==> config.mk <==
export PLATFORM = sky130hd
export DESIGN_NAME = jt03_slot_sched_flat
export DESIGN_NICKNAME = d
export VERILOG_FILES = /design/src/rtl/jt03_slot_sched_pkg.sv /design/src/rtl/jt03_slot_sched_if.sv /design/src/rtl/jt03_sched_dly.sv /design/src/rtl/jt03_slot_sched.sv /design/src/flat_wrapper.sv
export SDC_FILE = /design/constraint.sdc
export NUM_CORES = 1
export LEC_CHECK = 0
export BUFFER_PORTS_ARGS = -buffer_cell sky130_fd_sc_hd__buf_2
export CAP_MARGIN = 5
export CORE_MARGIN = 4
export CORE_UTILIZATION = 52
export CTS_BUF_LIST = sky130_fd_sc_hd__clkbuf_16
export DETAILED_ROUTE_END_ITERATION = 10
export PLACE_DENSITY = 0.74
export SYNTH_ARGS = -nofsm -noshare
export SYNTH_HDL_FRONTEND = slang
export SYNTH_SLANG_ARGS = --single-unit
export TNS_END_PERCENT = 20
==> constraint.sdc <==
create_clock -name clk -period 1.5 [get_ports clk]
set_clock_uncertainty 0.05 [all_clocks]
set_input_delay 0.3 -clock clk [delete_from_list [all_inputs] [get_ports clk]]
set_output_delay 0.3 -clock clk [all_outputs]
set_load 0.02 [all_outputs]
==> src/rtl/jt03_slot_sched_pkg.sv <==
// rtl/jt03_slot_sched_pkg.sv - shared types and constants for the operator-slot scheduler
// Purpose: operator encodings, FSM state codes, the accumulator-side record layout
//          and the slot-count helper shared by the scheduler files.
// Ports:   none (package).
package jt03_slot_sched_pkg;

   localparam int NOP = 4;

   // Operator order inside a frame is S1, S3, S2, S4, so the issue order itself
   // is the encoding.
   typedef enum logic [1:0] {
      OP_S1 = 2'd0,
      OP_S3 = 2'd1,
      OP_S2 = 2'd2,
      OP_S4 = 2'd3
   } op_e;

   typedef enum logic {
      ST_RUN  = 1'b0,
      ST_IDLE = 1'b1
   } state_e;

   // Record carried from the issue side to the accumulator side.
   typedef struct packed {
      logic       vld;
      logic [1:0] op;
      logic       zero;
      logic [2:0] alg;
   } acc_t;

   localparam int ACC_W = $bits(acc_t);

   function automatic int nslot(input int nch);
      return NOP * nch;
   endfunction

endpackage

==> src/rtl/jt03_slot_sched_if.sv <==
// rtl/jt03_slot_sched_if.sv - control, config and slot bus of the operator-slot scheduler
// Purpose: bundles slot-rate control, ALG configuration, issue-side and
//          accumulator-side slot signals.
// Ports:   slave modport = scheduler view, master modport = driver/monitor view.
//          clk_en, halt          slot-rate enable, stop request
//          cfg_we/ch/alg, pend   ALG write port and pending flag
//          slot_vld/ch/op        issue side
//          s1..s4_enters, zero, alg, sample_stb   accumulator side
interface jt03_slot_sched_if;

   logic       clk_en;
   logic       halt;
   logic       cfg_we;
   logic [1:0] cfg_ch;
   logic [2:0] cfg_alg;
   logic       cfg_pend;
   logic       slot_vld;
   logic [1:0] slot_ch;
   logic [1:0] slot_op;
   logic       s1_enters;
   logic       s2_enters;
   logic       s3_enters;
   logic       s4_enters;
   logic       zero;
   logic [2:0] alg;
   logic       sample_stb;

   modport slave (
      input  clk_en, halt, cfg_we, cfg_ch, cfg_alg,
      output cfg_pend, slot_vld, slot_ch, slot_op,
      output s1_enters, s2_enters, s3_enters, s4_enters, zero, alg, sample_stb
   );

   modport master (
      output clk_en, halt, cfg_we, cfg_ch, cfg_alg,
      input  cfg_pend, slot_vld, slot_ch, slot_op,
      input  s1_enters, s2_enters, s3_enters, s4_enters, zero, alg, sample_stb
   );

endinterface

==> src/rtl/jt03_sched_dly.sv <==
// rtl/jt03_sched_dly.sv - enable-gated delay line from issue side to accumulator side
// Purpose: OP_LAT-deep shift register advancing only on en, cleared by reset.
// Ports:   clk, rst_n   clock, asynchronous active-low clear
//          en           shift enable (slot-rate tick)
//          din, dout    W-bit record in / record OP_LAT ticks old out
module jt03_sched_dly #(
   parameter int OP_LAT = 4,
   parameter int W      = 7
) (
   input  logic         clk,
   input  logic         rst_n,
   input  logic         en,
   input  logic [W-1:0] din,
   output logic [W-1:0] dout
);

   logic [W-1:0] sr [OP_LAT];

   always_ff @(posedge clk or negedge rst_n) begin
      if (!rst_n) begin
         for (int i = 0; i < OP_LAT; i++) sr[i] <= '0;
      end else if (en) begin
         sr[0] <= din;
         for (int i = 1; i < OP_LAT; i++) sr[i] <= sr[i-1];
      end
   end

   assign dout = sr[OP_LAT-1];

endmodule

==> src/rtl/jt03_slot_sched.sv <==
// rtl/jt03_slot_sched.sv - operator-slot scheduler for the mono accumulator path
// Purpose: walks NCH channels x 4 operators per frame, issues slots to the operator
//          pipeline, re-times slot info OP_LAT ticks for the accumulator, and
//          owns per-channel ALG registers applied only at frame boundaries.
// Ports:   clk, rst_n   clock, asynchronous active-low reset
//          sif          jt03_slot_sched_if.slave (control, config, issue and acc sides)
module jt03_slot_sched
   import jt03_slot_sched_pkg::*;
#(
   parameter int NCH    = 3,
   parameter int OP_LAT = 4
) (
   input  logic               clk,
   input  logic               rst_n,
   jt03_slot_sched_if.slave   sif
);

   state_e           state;
   logic [1:0]       cnt_ch;
   logic [1:0]       cnt_op;
   logic [1:0]       nxt_ch;
   logic [1:0]       nxt_op;
   logic [2:0]       pend_alg [NCH];
   logic [2:0]       active   [NCH];
   logic [2:0]       pend_byp [NCH];
   logic [NCH-1:0]   dirty;
   logic [NCH-1:0]   we_c;
   logic [2:0]       alg_run;
   logic             boundary;
   logic             start;
   logic             apply;
   logic             primed;
   logic             zero_i;
   acc_t             issue_q;
   logic [1:0]       issue_ch;
   acc_t             acc_d;

   // A write landing in the same cycle as an apply is taken into that apply.
   always_comb begin
      for (int c = 0; c < NCH; c++) begin
         we_c[c]     = sif.cfg_we && (sif.cfg_ch == 2'(c));
         pend_byp[c] = we_c[c] ? sif.cfg_alg : pend_alg[c];
      end
   end

   always_comb begin
      alg_run = '0;
      for (int c = 0; c < NCH; c++) begin
         if (cnt_ch == 2'(c)) alg_run = active[c];
      end
   end

   always_comb begin
      nxt_ch = cnt_ch + 2'd1;
      nxt_op = cnt_op;
      if (cnt_ch == 2'(NCH-1)) begin
         nxt_ch = '0;
         nxt_op = cnt_op + 2'd1;
      end
   end

   assign boundary = (state == ST_RUN) && (cnt_op == OP_S4) && (cnt_ch == 2'(NCH-1));
   assign start    = (state == ST_IDLE) && !sif.halt;
   assign apply    = sif.clk_en && (boundary || start);
   assign zero_i   = (cnt_ch == 2'd0) && (cnt_op == OP_S1);

   always_ff @(posedge clk or negedge rst_n) begin
      if (!rst_n) begin
         state    <= ST_RUN;
         cnt_ch   <= '0;
         cnt_op   <= '0;
         issue_q  <= '0;
         issue_ch <= '0;
         primed   <= 1'b0;
         dirty    <= '0;
         for (int c = 0; c < NCH; c++) begin
            pend_alg[c] <= '0;
            active[c]   <= '0;
         end
      end else begin
         for (int c = 0; c < NCH; c++) begin
            pend_alg[c] <= pend_byp[c];
            if (apply) active[c] <= pend_byp[c];
         end
         dirty <= apply ? '0 : (dirty | we_c);

         if (sif.clk_en) begin
            if (acc_d.vld && acc_d.zero) primed <= 1'b1;
            case (state)
               ST_RUN: begin
                  // The boundary slot still carries the old ALG: active is
                  // sampled before the apply takes effect.
                  issue_q  <= {1'b1, cnt_op, zero_i, alg_run};
                  issue_ch <= cnt_ch;
                  cnt_ch   <= nxt_ch;
                  cnt_op   <= nxt_op;
                  if (boundary && sif.halt) begin
                     state  <= ST_IDLE;
                     primed <= 1'b0;
                  end
               end
               ST_IDLE: begin
                  if (!sif.halt) begin
                     // Counters are parked at 0, so slot 0 goes out now and
                     // sees the ALG being applied on this same tick.
                     state    <= ST_RUN;
                     issue_q  <= {1'b1, OP_S1, 1'b1, pend_byp[0]};
                     issue_ch <= '0;
                     cnt_ch   <= nxt_ch;
                     cnt_op   <= nxt_op;
                  end else begin
                     issue_q  <= '0;
                     issue_ch <= '0;
                  end
               end
               default: state <= ST_RUN;
            endcase
         end
      end
   end

   jt03_sched_dly #(
      .OP_LAT (OP_LAT),
      .W      (ACC_W)
   ) u_dly (
      .clk   (clk),
      .rst_n (rst_n),
      .en    (sif.clk_en),
      .din   (issue_q),
      .dout  (acc_d)
   );

   assign sif.slot_vld   = issue_q.vld;
   assign sif.slot_ch    = issue_ch;
   assign sif.slot_op    = issue_q.op;
   assign sif.s1_enters  = acc_d.vld && (acc_d.op == OP_S1);
   assign sif.s2_enters  = acc_d.vld && (acc_d.op == OP_S2);
   assign sif.s3_enters  = acc_d.vld && (acc_d.op == OP_S3);
   assign sif.s4_enters  = acc_d.vld && (acc_d.op == OP_S4);
   assign sif.zero       = acc_d.zero;
   assign sif.alg        = acc_d.alg;
   assign sif.sample_stb = acc_d.vld && acc_d.zero && primed;
   assign sif.cfg_pend   = |dirty;

endmodule

==> src/flat_wrapper.sv <==
// flat-port wrapper written by rule: the top's interface ports become plain ports
module jt03_slot_sched_flat import jt03_slot_sched_pkg::*;
#(
   parameter int NCH    = 3,
   parameter int OP_LAT = 4
)
  (clk, rst_n, sif_clk_en, sif_halt, sif_cfg_we, sif_cfg_ch, sif_cfg_alg, sif_cfg_pend, sif_slot_vld, sif_slot_ch, sif_slot_op, sif_s1_enters, sif_s2_enters, sif_s3_enters, sif_s4_enters, sif_zero, sif_alg, sif_sample_stb);
  jt03_slot_sched_if sif_i ();
  input  logic clk;
  input  logic rst_n;
  input wire logic [$bits(sif_i.clk_en)-1:0] sif_clk_en;
  input wire logic [$bits(sif_i.halt)-1:0] sif_halt;
  input wire logic [$bits(sif_i.cfg_we)-1:0] sif_cfg_we;
  input wire logic [$bits(sif_i.cfg_ch)-1:0] sif_cfg_ch;
  input wire logic [$bits(sif_i.cfg_alg)-1:0] sif_cfg_alg;
  output wire logic [$bits(sif_i.cfg_pend)-1:0] sif_cfg_pend;
  output wire logic [$bits(sif_i.slot_vld)-1:0] sif_slot_vld;
  output wire logic [$bits(sif_i.slot_ch)-1:0] sif_slot_ch;
  output wire logic [$bits(sif_i.slot_op)-1:0] sif_slot_op;
  output wire logic [$bits(sif_i.s1_enters)-1:0] sif_s1_enters;
  output wire logic [$bits(sif_i.s2_enters)-1:0] sif_s2_enters;
  output wire logic [$bits(sif_i.s3_enters)-1:0] sif_s3_enters;
  output wire logic [$bits(sif_i.s4_enters)-1:0] sif_s4_enters;
  output wire logic [$bits(sif_i.zero)-1:0] sif_zero;
  output wire logic [$bits(sif_i.alg)-1:0] sif_alg;
  output wire logic [$bits(sif_i.sample_stb)-1:0] sif_sample_stb;
  assign sif_i.clk_en = sif_clk_en;
  assign sif_i.halt = sif_halt;
  assign sif_i.cfg_we = sif_cfg_we;
  assign sif_i.cfg_ch = sif_cfg_ch;
  assign sif_i.cfg_alg = sif_cfg_alg;
  assign sif_cfg_pend = sif_i.cfg_pend;
  assign sif_slot_vld = sif_i.slot_vld;
  assign sif_slot_ch = sif_i.slot_ch;
  assign sif_slot_op = sif_i.slot_op;
  assign sif_s1_enters = sif_i.s1_enters;
  assign sif_s2_enters = sif_i.s2_enters;
  assign sif_s3_enters = sif_i.s3_enters;
  assign sif_s4_enters = sif_i.s4_enters;
  assign sif_zero = sif_i.zero;
  assign sif_alg = sif_i.alg;
  assign sif_sample_stb = sif_i.sample_stb;
  jt03_slot_sched #(.NCH(NCH), .OP_LAT(OP_LAT)) u_core (.clk(clk), .rst_n(rst_n), .sif(sif_i));
endmodule
==> results of run 1 <==
-- layout by cell type, fill, tap and decap left out, types with 2 or more instances in the layout --
cell type / count
a21boi_1: 2
buf_12: 2
dfrtp_2: 3
inv_1: 10
nand2_1: 8
buf_4: 12
clkinv_1: 2
buf_6: 4
a31oi_1: 3
clkinv_2: 2
buf_2: 22
mux2_4: 9
nor2_1: 7
bufinv_16: 2
nand3b_1: 2
a2bb2oi_1: 7
clkbuf_16: 9
mux2_2: 39
mux2i_1: 3
and3_1: 3
nor3b_2: 2
dfrtp_1: 61
o21ai_0: 6
a21oi_1: 4
-- registers in the layout, indices dropped and copies added (netlist names) --
signal and count:
u_core.sif.slot_vld 1, u_core.cnt_ch 2, u_core.active 9, u_core.cnt_op 2, u_core.pend_alg 9, u_core.issue_q 4
u_core.primed 1, u_core.u_dly.sr 21, u_core.sif.slot_ch 2, u_core.sif.slot_op 2, u_core.state 1, u_core.dirty 3
u_core.u_dly.dout 7
-- through the flow --
stage / setup slack (ns) / power (mW) / util / cell area (sq um) / setup TNS (ns)
6_report: -0.0604 / 6.92 / 0.685 / 3320 / -0.337
5_1_grt: -0.0950 / 7.33 / 0.685 / 3320 / -0.612
4_1_cts: -0.0727 / 6.92 / 0.680 / 3300 / -0.0814
3_5_place_dp: -0.0659 / 4.65 / 0.606 / 2940 / -0.473
3_3_place_gp: -0.0423 / 4.57 / 0.606 / 2940 / -0.244
2_1_floorplan: -0.0344 / 4.13 / - / 2690 / -0.241
-- synth_stat cells, types with 2 or more instances --
library cell   n  area (sq um)
mux2i_1        3          30.0
a31oi_1        3          18.8
ha_1           2          25.0
and3_1         4          25.0
a2bb2oi_1      7          61.3
nand3b_1       2          15.0
nand2_1        8          30.0
buf_4          5          37.5
buf_1          2          7.51
mux2_2        41           462
a21oi_1        4          20.0
nor2_1         7          26.3
a21boi_0       2          15.0
inv_1         10          37.5
o21ai_0        6          30.0
dfrtp_1       64          1600
buf_2          3          15.0
mux2_4         7           105
-- critical path, cell delays in order (launching register included) --
cell	delay (ns)
dfrtp_1	0.38
or3_1	0.35
buf_2	0.16
-- final cells by class --
| type | instances | area, sq um |
|---|---|---|
| Fill cell | 346 | 1530 |
| Multi-Input combinational cell | 107 | 982 |
| Inverter | 11 | 41.3 |
| Clock inverter | 7 | 86.3 |
| Timing Repair Buffer | 41 | 295 |
| Tap cell | 67 | 83.8 |
| Clock buffer | 9 | 225 |
| Sequential cell | 64 | 1610 |
-- metal layers --
layer | track usage | up-vias | wire length (um) | part of all wire
met1 | 0.212 | 812 | 2230 | 0.48
met4 | 0.0825 | 0 | 60 | 0.013
met5 | 0 | - | 0 | 0
met2 | 0.260 | 23 | 2240 | 0.48
li1 | - | 753 | - | -
met3 | 0.0576 | 7 | 142 | 0.030
-- worst paths after layout --
path	start	end	slack (ns)	depth (start not counted)
min in group asynchronous	rst_n	u_core.pend_alg[3]$_DFF_PN0_	0.47	3
max in group asynchronous	rst_n	u_core.u_dly.dout[5]$_DFFE_PN0P_	0.65	3
min reg2reg	u_core.u_dly.dout[0]$_DFFE_PN0P_	u_core.u_dly.dout[0]$_DFFE_PN0P_	0.45	1
max	u_core.dirty[1]$_DFF_PN0_	sif_cfg_pend	-0.06	2
min	sif_halt	u_core.primed$_DFFE_PN0P_	0.20	2
max reg2reg	u_core.cnt_op[1]$_DFFE_PN0P_	u_core.active[4]$_DFFE_PN0P_	-0.04	5
-- cells by family after synthesis --
| group | count (synthesis) |
|---|---|
| xor gates and xnor gates | 1 |
| AOI/OAI and AO/OA | 24 |
| buffers and inverters | 23 |
| muxes | 51 |
| and+or+nand+nor | 29 |
| DFF | 64 |
| adders and majority gates | 2 |
-- power breakdown --
| part | leakage, nW | internal (mW) | total, mW | switching, mW |
|---|---|---|---|---|
| combinational | 0.666 | 1.09 | 1.94 | 0.847 |
| clock | 0.154 | 1.44 | 2.16 | 0.724 |
| sequential | 0.765 | 2.42 | 2.82 | 0.405 |
-- timing repair --
action                     CTS  global route
cloned                       0             0
hold buffers                 1             0
setup buffers                2             1
resized for setup            5             9
hold endpoints to repair    64             0
pin swaps                    1             1
setup endpoints to repair   11            18
==> impl_metrics.tcl, run 1 <==
set metrics [dict create \
    status "finished with violations" \
    violations "negative setup slack" \
    grtUsageTotal 0.169 \
    die_y_um 79.7 \
    grt_max_degree 65 \
    maxSlewHeadroom 0.780 \
    holdWs_ns 0.197 \
    syn-mean-instance-area_sq_um 13.8 \
    slew_violations 0 \
    synthAdderAreaFrac 0.00936 \
    boundaryPins 25 \
    post_drt_wl_per_cell_um 15.3 \
    overflow 0 \
    antenna_found_initial 0 \
    port_buffers 24 \
    dpl.cell_count 286 \
    drive_gt1_frac 0.469 \
    dpl.hpwl_um 2820 \
    power.density_nw_per_um2 2090 \
    synth_top_family_by_area "multiplexers" \
    synth_nets 206 \
    path_clk_slew_ns 0.05 \
    cts-root-buf "clkbuf_16" \
    ir_drop_mv 0.936 \
    ys.flop_type "dfrtp_1" \
    nets 246 \
    ys_seq_area_frac 0.599 \
    synth_warnings 0 \
    dr.pass1.iters 4 \
    final_cell_count_no_fill 306 \
    hold_viol_final 0 \
    cap_violations 0 \
    fmax_ghz 0.641 \
    start_util 0.551 \
    via_per_inst 5.21 \
    vias 1595 \
    synth-xor-area-share 0.00328 \
    yosys.area_share.simple 0.0609 \
    wirelength_um 4680 \
    diodes 0 \
    clock_sinks 64 \
    min_path_type "input pin to flop" \
    synth_edf_count 0 \
    yosys-mux-area-fraction 0.223 \
    cts-buffers-inserted 9 \
    clock_latency_ns 0.32 \
    synth-compound-area-share 0.0604 \
    gp_congestion 0.758 \
    worstMarginPinSlew_ns 0.329 \
    antenna_left 0 \
    setup_violations 10 \
    start_kind "flop" \
    grt_pass1_vias 1665 \
    cts.htree.levels 3 \
    cp.required_ns 1.15 \
    syn_area_sq_um 2670 \
    worstPathMaxFanout 2 \
    dieArea_sq_um 6350 \
    die_width_um 79.7 \
    rows 25 \
    synthCells 194 \
    layout_min_cycle_time_ns 1.56 \
    ys_types 32 \
    areaGrowthSynthToFinish_pct 24.2 \
    synth-seq-cells 64 \
    rsz0062_at_grt "true" \
    critPathCaptureType "output port" \
    layout_setup_ws_ns -0.0604 \
    clock_path_buffers 2 \
    coreArea_sq_um 4850 \
    route.detailed.drc 0 \
    min_period_over_period 1.04 \
    drt-initial-drc-count 68 \
    critPathKind "flop to output port" \
    cts_tree "yes" \
    async_flop_share 1.00 \
    worstPathArrival_ns 1.21 \
    grt_pass1_wl_um 8010 \
    power_leakage_nw 1.59 \
]
(Power assumes the default switching activity.)
==> run 2: changes to the inputs <==
- GPL_ROUTABILITY_DRIVEN: default -> 0
- RECOVER_POWER: default -> 50
==> impl_metrics.tcl, run 2 (synthesized netlist as in run 1, its figures left out) <==
set metrics [dict create \
    clock_sinks 64 \
    cp.required_ns 1.15 \
    path_clk_slew_ns 0.05 \
    cts-root-buf "clkbuf_16" \
    maxSlewHeadroom 0.438 \
    grt_pass1_wl_um 8010 \
    rows 25 \
    route.detailed.drc 0 \
    clock_path_buffers 2 \
    worstPathArrival_ns 1.21 \
    cts.htree.levels 3 \
    dpl.cell_count 286 \
    coreArea_sq_um 4850 \
    dp_slack_ns -0.0659 \
    violations "negative setup slack" \
    critPathKind "flop to output port" \
    areaGrowthSynthToFinish_pct 23.7 \
    cap_violations 0 \
    top_regs "u_core.u_dly.sr x21, u_core.active x9, u_core.pend_alg x9" \
    slew_violations 0 \
    worstPathMaxFanout 2 \
    dpl.hpwl_um 2820 \
    power_leakage_nw 1.58 \
    start_util 0.551 \
    clock_latency_ns 0.32 \
    worstMarginPinSlew_ns 0.844 \
    grt_pass1_vias 1665 \
    wirelength_um 4670 \
    boundaryPins 25 \
    drive_gt1_frac 0.456 \
    ir_drop_mv 0.938 \
    fmax_ghz 0.641 \
    layout_min_cycle_time_ns 1.56 \
    grt_max_degree 65 \
    overflow 0 \
    setup_violations 10 \
    grtUsageTotal 0.169 \
    vias 1582 \
    drt-initial-drc-count 67 \
    start_kind "flop" \
    layout_commonest_cell "dfrtp_1" \
    holdWs_ns 0.196 \
    min_period_over_period 1.04 \
    finalCoreUtilization 0.682 \
    die_y_um 79.7 \
    diodes 0 \
    nFillCells 348 \
    reg2reg_from "u_core.cnt_op[1]$_DFFE_PN0P_" \
    dr.pass1.iters 4 \
    largest_reg_flops 21 \
    largest-register "u_core.u_dly.sr" \
    critPathCaptureType "output port" \
    cts_tree "yes" \
    cts-buffers-inserted 9 \
    dieArea_sq_um 6350 \
    via_per_inst 5.17 \
    nets 246 \
    rsz0062_at_grt "true" \
    status "finished with violations" \
    power_mw 6.91 \
    crit_start "u_core.dirty[1]$_DFF_PN0_" \
    min_path_type "input pin to flop" \
    hold_start "sif_halt" \
    antenna_found_initial 0 \
    final_cell_count_no_fill 306 \
    port_buffers 24 \
    final_cell_mix "dfrtp_1 (61), mux2_2 (36), buf_2 (22)" \
    layout_setup_ws_ns -0.0606 \
    post_drt_wl_per_cell_um 15.3 \
    hold_viol_final 0 \
    power.density_nw_per_um2 2090 \
    die_width_um 79.7 \
    antenna_left 0 \
]
## run 2: per-layer routing
metal,vias up,share of wire,wire [um],global-route usage
li1,752,-,-,-
met1,803,0.47,2220,0.212
met2,20,0.48,2260,0.260
met3,7,0.028,131,0.0576
met4,0,0.013,63,0.0825
met5,-,0,0,0
## run 2: stage by stage
stage | setup TNS [ns] | area, sq um
after floorplan | -0.241 | 2690
after global placement | -0.244 | 2940
after detailed placement | -0.473 | 2940
after CTS | -0.0814 | 3300
after global routing | -0.799 | 3310
final | -0.262 | 3310
## run 2: timing repair
action	in CTS	in global routing
gates cloned	0	0
setup endpoints to repair	11	18
pin swaps	1	1
hold endpoints to repair	64	0
hold buffers	1	0
gates resized for setup	5	9
buffers inserted	2	1
## run 2: power breakdown
group / switching (mW) / total [mW] / internal, mW
clock network: 0.726 / 2.16 / 1.44
logic: 0.847 / 1.93 / 1.08
registers: 0.403 / 2.82 / 2.42
## run 2: path summary, 6_finish.rpt
check / to / slack (ns) / cells past startpoint
worst max-delay path: sif_cfg_pend / -0.06 / 2
worst min-delay path: u_core.primed$_DFFE_PN0P_ / 0.20 / 2
worst max register to register: u_core.active[4]$_DFFE_PN0P_ / -0.03 / 5
worst min register to register: u_core.pend_alg[4]$_DFF_PN0_ / 0.44 / 1
max in group asynchronous: u_core.u_dly.dout[5]$_DFFE_PN0P_ / 0.12 / 3
min in group asynchronous: u_core.pend_alg[3]$_DFF_PN0_ / 0.68 / 3
## run 2: final cells by class
type | instances | area (sq um) | share of cell area
well taps | 67 | 83.8 | 0.0253
flip-flops and latches | 64 | 1610 | 0.485
inverters | 11 | 41.3 | 0.0125
clock buffers | 9 | 225 | 0.0681
clock inverters | 7 | 86.3 | 0.0261
multi-input cells | 107 | 982 | 0.297
repair buffers | 41 | 283 | 0.0855
## run 2: worst max-delay path, stage by stage (launching register included)
cell and delay, ns:
dfrtp_1 0.38, or3_1 0.35, buf_2 0.16
==> run 3: changes to the inputs <==
- CELL_PAD_IN_SITES_DETAIL_PLACEMENT: default -> 1
- CELL_PAD_IN_SITES_GLOBAL_PLACEMENT: default -> 1
- CORE_UTILIZATION: 52 -> 43
- PLACE_DENSITY: 0.74 -> default
- PLACE_DENSITY_LB_ADDON: default -> 0.1
==> impl_metrics.tcl, run 3 (synthesized netlist as in run 1, its figures left out) <==
set metrics [dict create \
    status "finished with violations" \
    violations "negative setup slack" \
    clock_latency_ns 0.32 \
    route.detailed.drc 0 \
    top_layer "met4" \
    via_per_inst 5.17 \
    cts.htree.levels 3 \
    reg2reg_from "u_core.cnt_op[0]$_DFFE_PN0P_" \
    die_y_um 86.8 \
    hold_start "sif_halt" \
    layout_min_cycle_time_ns 1.58 \
    maxSlewHeadroom 0.476 \
    power_mw 6.59 \
    place_area_sq_um 2950 \
    clock_path_buffers 2 \
    boundaryPins 25 \
    finalInstanceArea_sq_um 3290 \
    grt_pass1_wl_um 8980 \
    power.density_nw_per_um2 2000 \
    rr_endpoint "u_core.active[4]$_DFFE_PN0P_" \
    start_util 0.446 \
    coreArea_sq_um 5990 \
    min_period_over_period 1.05 \
    diodes 0 \
    worstMarginPinSlew_ns 0.786 \
    drive_gt1_frac 0.452 \
    largest-register "u_core.u_dly.sr" \
    final_cell_mix "dfrtp_1 (63), mux2_2 (35), buf_2 (19)" \
    path_clk_slew_ns 0.05 \
    reg2reg_depth 5 \
    power_leakage_nw 1.56 \
    critPathKind "flop to output port" \
    cap_violations 0 \
    crit_start "u_core.dirty[2]$_DFF_PN0_" \
    dieArea_sq_um 7540 \
    port_buffers 24 \
    antenna_found_initial 0 \
    rsz0062_at_grt "true" \
    cts_tree "yes" \
    nets 246 \
    clock_sinks 64 \
    routed-wl-met3_um 218 \
    dp_slack_ns -0.173 \
    worstPathMaxFanout 2 \
    largest_reg_flops 21 \
    grt_pass1_vias 1828 \
    overflow 0 \
    worstPathArrival_ns 1.23 \
    start_kind "flop" \
    setup_violations 9 \
    cp.required_ns 1.15 \
    min_path_type "input pin to flop" \
    grt_max_degree 65 \
    met1_length_um 2140 \
    drt-initial-drc-count 53 \
    ir_drop_mv 1.08 \
    layout_commonest_cell "dfrtp_1" \
    nFillCells 607 \
    dpl.hpwl_um 3520 \
    dr.pass1.iters 3 \
    rows 28 \
    areaGrowthSynthToFinish_pct 23.0 \
    finalCoreUtilization 0.549 \
    cts-buffers-inserted 9 \
    antenna_left 0 \
    cts-root-buf "clkbuf_16" \
    wirelength_um 5100 \
    hold_viol_final 0 \
    holdWs_ns 0.166 \
    critPathCapture "sif_cfg_pend" \
    vias 1624 \
    r2r_setup_slack_ns -0.03 \
    top_regs "u_core.u_dly.sr x21, u_core.active x9, u_core.pend_alg x9" \
    layout_setup_ws_ns -0.0756 \
    post_drt_wl_per_cell_um 16.2 \
    critPathCaptureType "output port" \
    fmax_ghz 0.635 \
    slew_violations 0 \
    die_width_um 86.8 \
    wl_met2_um 2710 \
    grtUsageTotal 0.157 \
]
==> run 3: changes by cell type in the layout (fill, tap and decap cells not counted), moves of 2 or more <==
cell       before  now
dfrtp_1        61   63
a2bb2oi_2       0    2
inv_1          10   12
clkinv_2        2    4
a2bb2oi_1       7    5
a21boi_1        2    0
clkbuf_1        0    3
bufinv_16       2    0
a21boi_2        0    2
dfrtp_2         3    1
buf_2          22   19
==> run 3: where the power goes <==
group          switching, mW  internal [mW]  total (mW)
clock                  0.674           1.08        1.76
combinational          0.895           1.11        2.01
sequential             0.412           2.41        2.83
==> run 3: layer usage <==
layer / track usage / vias up
met5: 0 / -
met4: 0.0382 / 0
met3: 0.0684 / 4
met2: 0.267 / 23
met1: 0.181 / 842
li1: - / 755
==> run 3: area by class of cell <==
class / count / area [sq um] / area share
well taps: 75 / 93.8 / 0.0285
clock buffers: 9 / 225 / 0.0685
inverters: 11 / 41.3 / 0.0126
flip-flops and latches: 64 / 1600 / 0.487
repair buffers: 41 / 283 / 0.0860
clock inverters: 7 / 31.3 / 0.00951
multi-input cells: 107 / 1010 / 0.307
==> run 3: how the worst min path moves through the flow <==
| stage | to | cells after the start |
|---|---|---|
| after floorplan | u_core.active[0]$_DFFE_PN0P_ | 0 |
| after global placement | u_core.dirty[2]$_DFF_PN0_ | 2 |
| after detailed placement | u_core.dirty[1]$_DFF_PN0_ | 2 |
| after CTS | u_core.primed$_DFFE_PN0P_ | 2 |
| after global routing | u_core.primed$_DFFE_PN0P_ | 2 |
| final | u_core.primed$_DFFE_PN0P_ | 2 |
==> run 3: critical path, cell delays in order (launching register included) <==
cell and delay [ns]:
dfrtp_1 0.38, or3_4 0.39, buf_6 0.14
==> run 3: stage by stage <==
step	setup TNS [ns]	std cells
after CTS	-0.381	313
after global routing	-0.880	314
after global placement	-0.668	294
final	-0.264	314
after floorplan	-0.241	194
after detailed placement	-1.37	294
==> run 3: timing repair <==
item | in CTS | in global routing
pin swaps | 4 | 1
hold endpoints to repair | 64 | 0
setup buffers | 2 | 1
gates resized for setup | 6 | 14
setup endpoints to repair | 12 | 16
hold buffers | 1 | 0
